File: src/rtl/cpu_pkg.sv
// Shared CPU definitions: datapath width and ALU opcode encodings.
package cpu_pkg;

    localparam int WIDTH = 32;

    localparam logic [4:1] ALU_ADD  = 4'b0000;
    localparam logic [4:1] ALU_SUB  = 4'b0001;
    localparam logic [4:1] ALU_AND  = 4'b0010;
    localparam logic [4:1] ALU_OR   = 4'b0011;
    localparam logic [4:1] ALU_XOR  = 4'b0100;
    localparam logic [4:1] ALU_NOR  = 4'b0101;
    localparam logic [4:1] ALU_SLT  = 4'b0110;
    localparam logic [4:1] ALU_SLTU = 4'b0111;
    localparam logic [4:1] ALU_SLL  = 4'b1000;
    localparam logic [4:1] ALU_SRL  = 4'b1001;
    localparam logic [4:1] ALU_SRA  = 4'b1010;
    localparam logic [4:1] ALU_LUI  = 4'b1011;

    localparam logic [1:0] SHIFT_LL = 2'd0;
    localparam logic [1:0] SHIFT_RL = 2'd1;
    localparam logic [1:0] SHIFT_RA = 2'd2;

endpackage

File: src/rtl/alu_shifter.sv
// Combinational barrel shifter for SLL/SRL/SRA; amount range 0..31.
module alu_shifter
    import cpu_pkg::*;
(
    input  logic [WIDTH:1] value_i,
    input  logic [5:1]     shamt_i,
    input  logic [1:0]     kind_i,
    output logic [WIDTH:1] result_o
);

    always_comb begin
        result_o = value_i;
        unique case (kind_i)
            SHIFT_LL: result_o = value_i << shamt_i;
            SHIFT_RL: result_o = value_i >> shamt_i;
            SHIFT_RA: result_o = $signed(value_i) >>> shamt_i;
            default:  result_o = value_i;
        endcase
    end

endmodule

File: src/rtl/alu.sv
// Registered 32-bit EX-stage ALU: result, zero and signed-overflow flags
// appear one clock after the operands and opcode are sampled.
module alu
    import cpu_pkg::*;
(
    input  logic           clk,
    input  logic           rst_n,
    input  logic [WIDTH:1] inputA,
    input  logic [WIDTH:1] inputB,
    input  logic [32:1]    aluOpCode,
    output logic [WIDTH:1] out,
    output logic           zero,
    output logic           overflow
);

    logic [4:1]     op;
    logic [WIDTH:1] sum;
    logic [WIDTH:1] diff;
    logic [WIDTH:1] shift_res;
    logic [1:0]     shift_kind;
    logic [WIDTH:1] out_d, out_q;
    logic           zero_q;
    logic           ovf_d, ovf_q;
    logic           unused_opcode_bits;

    // Only the low nibble selects the operation.
    assign op                 = aluOpCode[4:1];
    assign unused_opcode_bits = ^aluOpCode[32:5];

    assign sum  = inputA + inputB;
    assign diff = inputA - inputB;

    always_comb begin
        shift_kind = SHIFT_LL;
        if (op == ALU_SRL)      shift_kind = SHIFT_RL;
        else if (op == ALU_SRA) shift_kind = SHIFT_RA;
    end

    alu_shifter u_shifter (
        .value_i  (inputB),
        .shamt_i  (inputA[5:1]),
        .kind_i   (shift_kind),
        .result_o (shift_res)
    );

    always_comb begin
        out_d = '0;
        ovf_d = 1'b0;
        case (op)
            ALU_ADD: begin
                out_d = sum;
                ovf_d = (inputA[WIDTH] == inputB[WIDTH]) && (sum[WIDTH] != inputA[WIDTH]);
            end
            ALU_SUB: begin
                out_d = diff;
                ovf_d = (inputA[WIDTH] != inputB[WIDTH]) && (diff[WIDTH] != inputA[WIDTH]);
            end
            ALU_AND:  out_d = inputA & inputB;
            ALU_OR:   out_d = inputA | inputB;
            ALU_XOR:  out_d = inputA ^ inputB;
            ALU_NOR:  out_d = ~(inputA | inputB);
            ALU_SLT:  out_d = {{(WIDTH-1){1'b0}}, ($signed(inputA) < $signed(inputB))};
            ALU_SLTU: out_d = {{(WIDTH-1){1'b0}}, (inputA < inputB)};
            ALU_SLL, ALU_SRL, ALU_SRA: out_d = shift_res;
            ALU_LUI:  out_d = {inputB[16:1], 16'b0};
            default: begin
                out_d = '0;
                ovf_d = 1'b0;
            end
        endcase
    end

    always_ff @(posedge clk) begin
        if (!rst_n) begin
            out_q  <= '0;
            zero_q <= 1'b1;
            ovf_q  <= 1'b0;
        end else begin
            out_q  <= out_d;
            zero_q <= (out_d == '0);
            ovf_q  <= ovf_d;
        end
    end

    assign out      = out_q;
    assign zero     = zero_q;
    assign overflow = ovf_q;

endmodule

File: config.mk
export PLATFORM = sky130hd
export DESIGN_NAME = alu
export DESIGN_NICKNAME = d
export VERILOG_FILES = /design/src/rtl/cpu_pkg.sv /design/src/rtl/alu_shifter.sv /design/src/rtl/alu.sv
export SDC_FILE = /design/constraint.sdc
export NUM_CORES = 1
export LEC_CHECK = 0
export ABC_AREA = 1
export CAP_MARGIN = 20
export CORE_MARGIN = 2
export CORE_UTILIZATION = 35
export CTS_CLUSTER_DIAMETER = 150
export DETAILED_ROUTE_END_ITERATION = 7
export HOLD_SLACK_MARGIN = 0.03
export SYNTH_ARGS = -nofsm -noshare
export SYNTH_HDL_FRONTEND = slang
export SYNTH_SLANG_ARGS = --single-unit
File: constraint.sdc
create_clock -name clk -period 3.2 [get_ports clk]
set_input_delay 0.48 -clock clk [delete_from_list [all_inputs] [get_ports clk]]
set_output_delay 0.48 -clock clk [all_outputs]
set_load 0.05 [all_outputs]
; After elaboration in Yosys (flattened, before gate mapping)
; Cells that the tools add are included.
[word_totals]
output_inout_bits = 34
input_bits = 98
word_cells = 42
regBits = 34
[classes]
eq_ne = 17
order_cmp = 2
addsub = 2
shifts = 3
bitwise = 4
reduce_logical = 6
mux = 5
[op_table]
columns = operator, n
row1 = $pmux W32 S10, 1
row2 = $pmux W32 S3, 1
row3 = $lt A32 B32 Y1, 2
row4 = $add A32 B32 Y32, 1
row5 = $and A32 B32 Y32, 1
row6 = $logic_not A32 Y1, 1
row7 = $not A32 Y32, 1
row8 = $or A32 B32 Y32, 1
row9 = $shl A32 B5 Y32, 1
row10 = $shr A32 B5 Y32, 1
row11 = $sshr A32 B5 Y32, 1
row12 = $sub A32 B32 Y32, 1
row13 = $xor A32 B32 Y32, 1
row14 = $eq A4 B3 Y1 const B, 4
row15 = $eq A4 B4 Y1 const B, 4
row16 = $eq A4 B2 Y1 const B, 2
row17 = $eq A4 B1 Y1 const B, 1
row18 = $logic_not A4 Y1, 1
row19 = $mux W2, 2
row20 = $ne A1 B1 Y1, 3
row21 = $reduce_or A3 Y1, 1
row22 = $eq A2 B1 Y1 const B, 1
row23 = $eq A2 B2 Y1 const B, 1
row24 = $logic_and A1 B1 Y1, 2
row25 = 3 further kinds, 3

; Logic depth before layout (Yosys ltp)
[depth]
word_depth = 7
ltp_mapped = 25
mapped_depth_nobuf = 22

; Modules after synthesis
; Synthesis repeated with hierarchy kept, for this count alone.
[unflattened]
hier_cells = 2430
area_unflattened_um2 = 11986.5
[by_module_without_submodules]
columns = module, seq_area_each_um2, n_inst, cells_per_inst, area_each_um2
row1 = alu, 680.7, 1, 1580, 8096.5
row2 = alu_shifter, 0.0, 1, 850, 3890.0

; Worst setup path before layout
; OpenSTA, ideal clock, no wires.
[synth_timing]
path_type = input to register
from = input port inputA[3] (netlist name)
to = register zero_q, in the netlist zero
required_time_ns = 3.140
slack_ns = 0.422
n_path_buf = 4
arrival_ns = 2.718
path_stages = 23
setup_ns = 0.060
path_cell_list = buf_2 -> inv_2 -> buf_2 -> buf_2 -> ha_1 -> buf_4 -> nor2_1 -> nand2_1 -> nand2_1 -> nand2_1 -> nand2_1 -> nand2_1 -> nand2_1 -> nand2_1 -> nand3_1 -> nand2_1 -> inv_1 -> nand3_1 -> nor2_1 -> nand3_1 -> nor2_1 -> nand3_1 -> nand2_1
[synth_between]
elab_chain_len = 4
elab_cells_between_ends = 14
cone_classes = add/sub (2) / order compare (2) / shift (3) / mux (2) / bitwise (4) / reduce/logical (1)
[synth_lines]
columns = element, line_no
row1 = from (decl), alu.sv:8  ; input logic [WIDTH:1] inputA,
row2 = "parallel branches: the longest is 2 deep, another holds $sub A32 B32 Y32", -
row3 = $pmux W32 S10 *, alu.sv:49  ; case (op)
row4 = $logic_not A32 Y1 *, alu.sv:80  ; zero_q <= (out_d == '0);
row5 = to (signal assigned), alu.sv:80
row6 = to (decl), alu.sv:22  ; logic zero_q;
; Mark *: on every way between the ends.
; A chain may end at the register's enable or synchronous reset.

; Worst setup path in the final report
[layout_timing]
from = input port inputB[1] (netlist name)
to = register zero_q, in the netlist zero
[layout_between]
elab_chain_len = 4
elab_cells_between_ends = 14
cone_classes = add/sub (2) / order compare (2) / shift (3) / mux (2) / bitwise (4) / reduce/logical (1)
[layout_lines]
columns = element, line_no
row1 = from (decl), alu.sv:9  ; input logic [WIDTH:1] inputB,
row2 = "parallel branches: the longest is 2 deep, another holds $sub A32 B32 Y32", -
row3 = $pmux W32 S10 *, alu.sv:49
row4 = $logic_not A32 Y1 *, alu.sv:80
; Marked as above.

==> qor.yml <==
worst_hold_path:
  worstHoldPathType: "input port to register"
  hp-start: "inputA[2]"
  hold_depth: 6
  hold-path-endpoint: "out[2]"
clocking:
  cts-root-buf: "clkbuf_16"
  clock_sinks: 34
  hold_buffers: 0
  cts_buffers: 5
  clk_pin_slew_worst_paths_ns: 0.06
  clockBufferDepth: 2
  h-tree-depth: 2
  cts_tree: "yes"
sta:
  max-slew-margin-rel: 0.454
  fmax_mhz: 318
  hold-worst-slack_ns: 0.970
  final.min_clock_period_ns: 3.14
  tightest_slew_ns: 0.819
  slew_viol_final: 0
  setup_tns_ns: 0
  hold_viol: 0
  layout_setup_ws_ns: 0.0560
  setup_viol: 0
  finalCritPeriodShare: 0.982
yosys:
  netlist_area_sq_um: 11800
  synth-main-ff-cell: "dfxtp_1"
  ys_seq_elements: 34
  syn_nets: 2555
  yosysMostFrequentCell: "nand2_1"
  yosys_warnings: 0
  yosys-top-cells-area: "nand2_1, nand3_1, ha_1, inv_1, nor2_1"
  synth_top_area_frac: 0.258
  ys_types: 45
  syn_avg_cell_area_sq_um: 5.02
  yosysTopAreaCell: "nand2_1"
  synth_common_cells: "nand2_1, nand3_1, inv_1"
  ys_seq_area_frac: 0.0575
  postSynthCellCount: 2359
  synth_edf_count: 0
  synthArstFlopShare: 0
routing:
  ant_nets: 0
  drc: 0
  num_vias: 18000
  drt_iter0_drc: 2523
  wl_per_cell_um: 20.5
  routed_wl_mm: 68.4
  routed_via_density: 5.41
  first_pass_iters: 8
setup_path:
  end_kind: "register"
  cp-startpoint: "inputB[1]"
  critical_path_required_ns: 3.43
  crit_fanout: 3
  arrival_ns: 3.38
  startpoint_type: "input port"
  path_class: "input port to register"
power_and_ir_drop:
  p_clk_frac: 0.138
  sequentialPowerShare: 0.110
  p_leak_nw: 9.82
  internal-power_mw: 2.13
  power_density_nw_per_um2: 237
  total_power_mw: 4.24
  switchingPower_mw: 2.11
  peakVddDrop_mv: 0.212
  combPwrFrac: 0.753
  p_sw_frac: 0.497
finish:
  final_net_count: 3077
  layoutNonFillerInstCount: 3331
  final_area_sq_um: 17800
  layout-drive-gt1-share: 0.260
  n_fill_cell: 3587
  syn_to_final_growth_pct: 50.8
  fin_util: 0.533
grt:
  grt_max_degree: 70
  grt-ovfl-total: 0
  grtUsageTotal: 0.374
  grt_pass1_wl_mm: 99.7
  grt_pass1_vias: 16300
  antenna_found_initial: 2
floorplan:
  start_util: 0.354
  die_h_um: 188
  ios: 132
  rows: 67
  die_area_sq_um: 35300
  dieWidth_um: 188
  design.core.area_sq_um: 33400
place:
  portBuffers: 103
  place_ws_ns: -0.556
  dp_hpwl_mm: 56.9
  gp_congestion: 1.05
  placed_cell_area_sq_um: 16800
  place_inst: 3313
run:
  drv_cap: 0
outcome:
  outcome: "finished, final reports clean"
[cells by family (layout without fill, tap and decap cells)]
logic type / count (synthesis) / in the layout / synth area share
and+or+nand+nor: 1577 / 1577 / 0.573
buffers and inverters: 429 / 951 / 0.156
AOI/OAI and AO/OA: 218 / 218 / 0.106
adders and majority gates: 98 / 98 / 0.105
DFF: 34 / 34 / 0.0575
xor gates and xnor gates: 3 / 3 / 0.00222
other: 0 / 2 / 0
[worst max-delay path: stages]
cell and delay, ns:
clkdlybuf4s50_1 0.61, ha_4 0.17, inv_1 0.06, fa_2 0.41, inv_2 0.10, nand2_1 0.09
nand3_2 0.13, buf_4 0.13, nand2_1 0.04, nand3_1 0.06, nand4_1 0.27, a21oi_2 0.27
nand2_2 0.09, nor2_4 0.11, nand3_1 0.11, nor2_1 0.11, nand3_1 0.08, nand2_1 0.06
[how the worst max path moves through the flow]
stage           end  cells past startpoint
2_1_floorplan  zero                     23
3_3_place_gp   zero                     19
3_5_place_dp   zero                     19
4_1_cts        zero                     21
5_1_grt        zero                     20
6_report       zero                     18
[power by group through the flow]
stage / combinational [mW] / sequential (mW) / clock [mW]
5_1_grt: 3.40 / 0.468 / 0.606
3_3_place_gp: 2.89 / 0.473 / 0
3_5_place_dp: 2.90 / 0.474 / 0
2_1_floorplan: 1.35 / 0.589 / 0
4_1_cts: 2.93 / 0.466 / 0.587
6_report: 3.19 / 0.466 / 0.582
[state kept, by name, summed over array words and instances, names as in the netlist]
signal	flops
out	32
overflow	1
zero	1
[cell type report]
| type | instances | area [sq um] | share of cell area |
|---|---|---|---|
| repair buffers | 626 | 5150 | 0.289 |
| inverters | 318 | 1200 | 0.0672 |
| diodes | 2 | 5.00 | 0.000281 |
| well taps | 448 | 561 | 0.0314 |
| multi-input cells | 1896 | 10100 | 0.565 |
| clock inverters | 1 | 30.0 | 0.00168 |
| clock buffers | 6 | 139 | 0.00779 |
| flip-flops and latches | 34 | 681 | 0.0382 |
[cells in the final DEF (no fill, tap or decap), types with 9 or more instances in the layout]
cell	instances
a211oi_1	16
a21oi_1	66
a21oi_2	22
buf_12	12
buf_4	507
clkdlybuf4s50_1	91
dfxtp_1	34
dlymetal6s2s_1	9
ha_1	68
ha_4	24
inv_1	288
inv_2	25
nand2_1	780
nand2_2	45
nand3_1	433
nand3_2	29
nand4_1	30
nor2_1	181
nor2_2	38
nor3_1	9
o21ai_0	38
o21ai_1	16
o22ai_1	30
[per-layer routing]
metal	wire, um	track usage	vias to the layer above
li1	-	-	8630
met1	30100	0.529	8106
met2	27400	0.541	1142
met3	7150	0.0616	159
met4	3780	0.188	0
met5	0	0	-
[timing repair]
action / CTS / global route
gates cloned: 0 / 1
resized for setup: 20 / 184
endpoints found under the setup margin: 2 / 13
pin swaps: 1 / 24
buffers inserted: 0 / 9
Note: power is estimated with default switching activity, not from simulation.
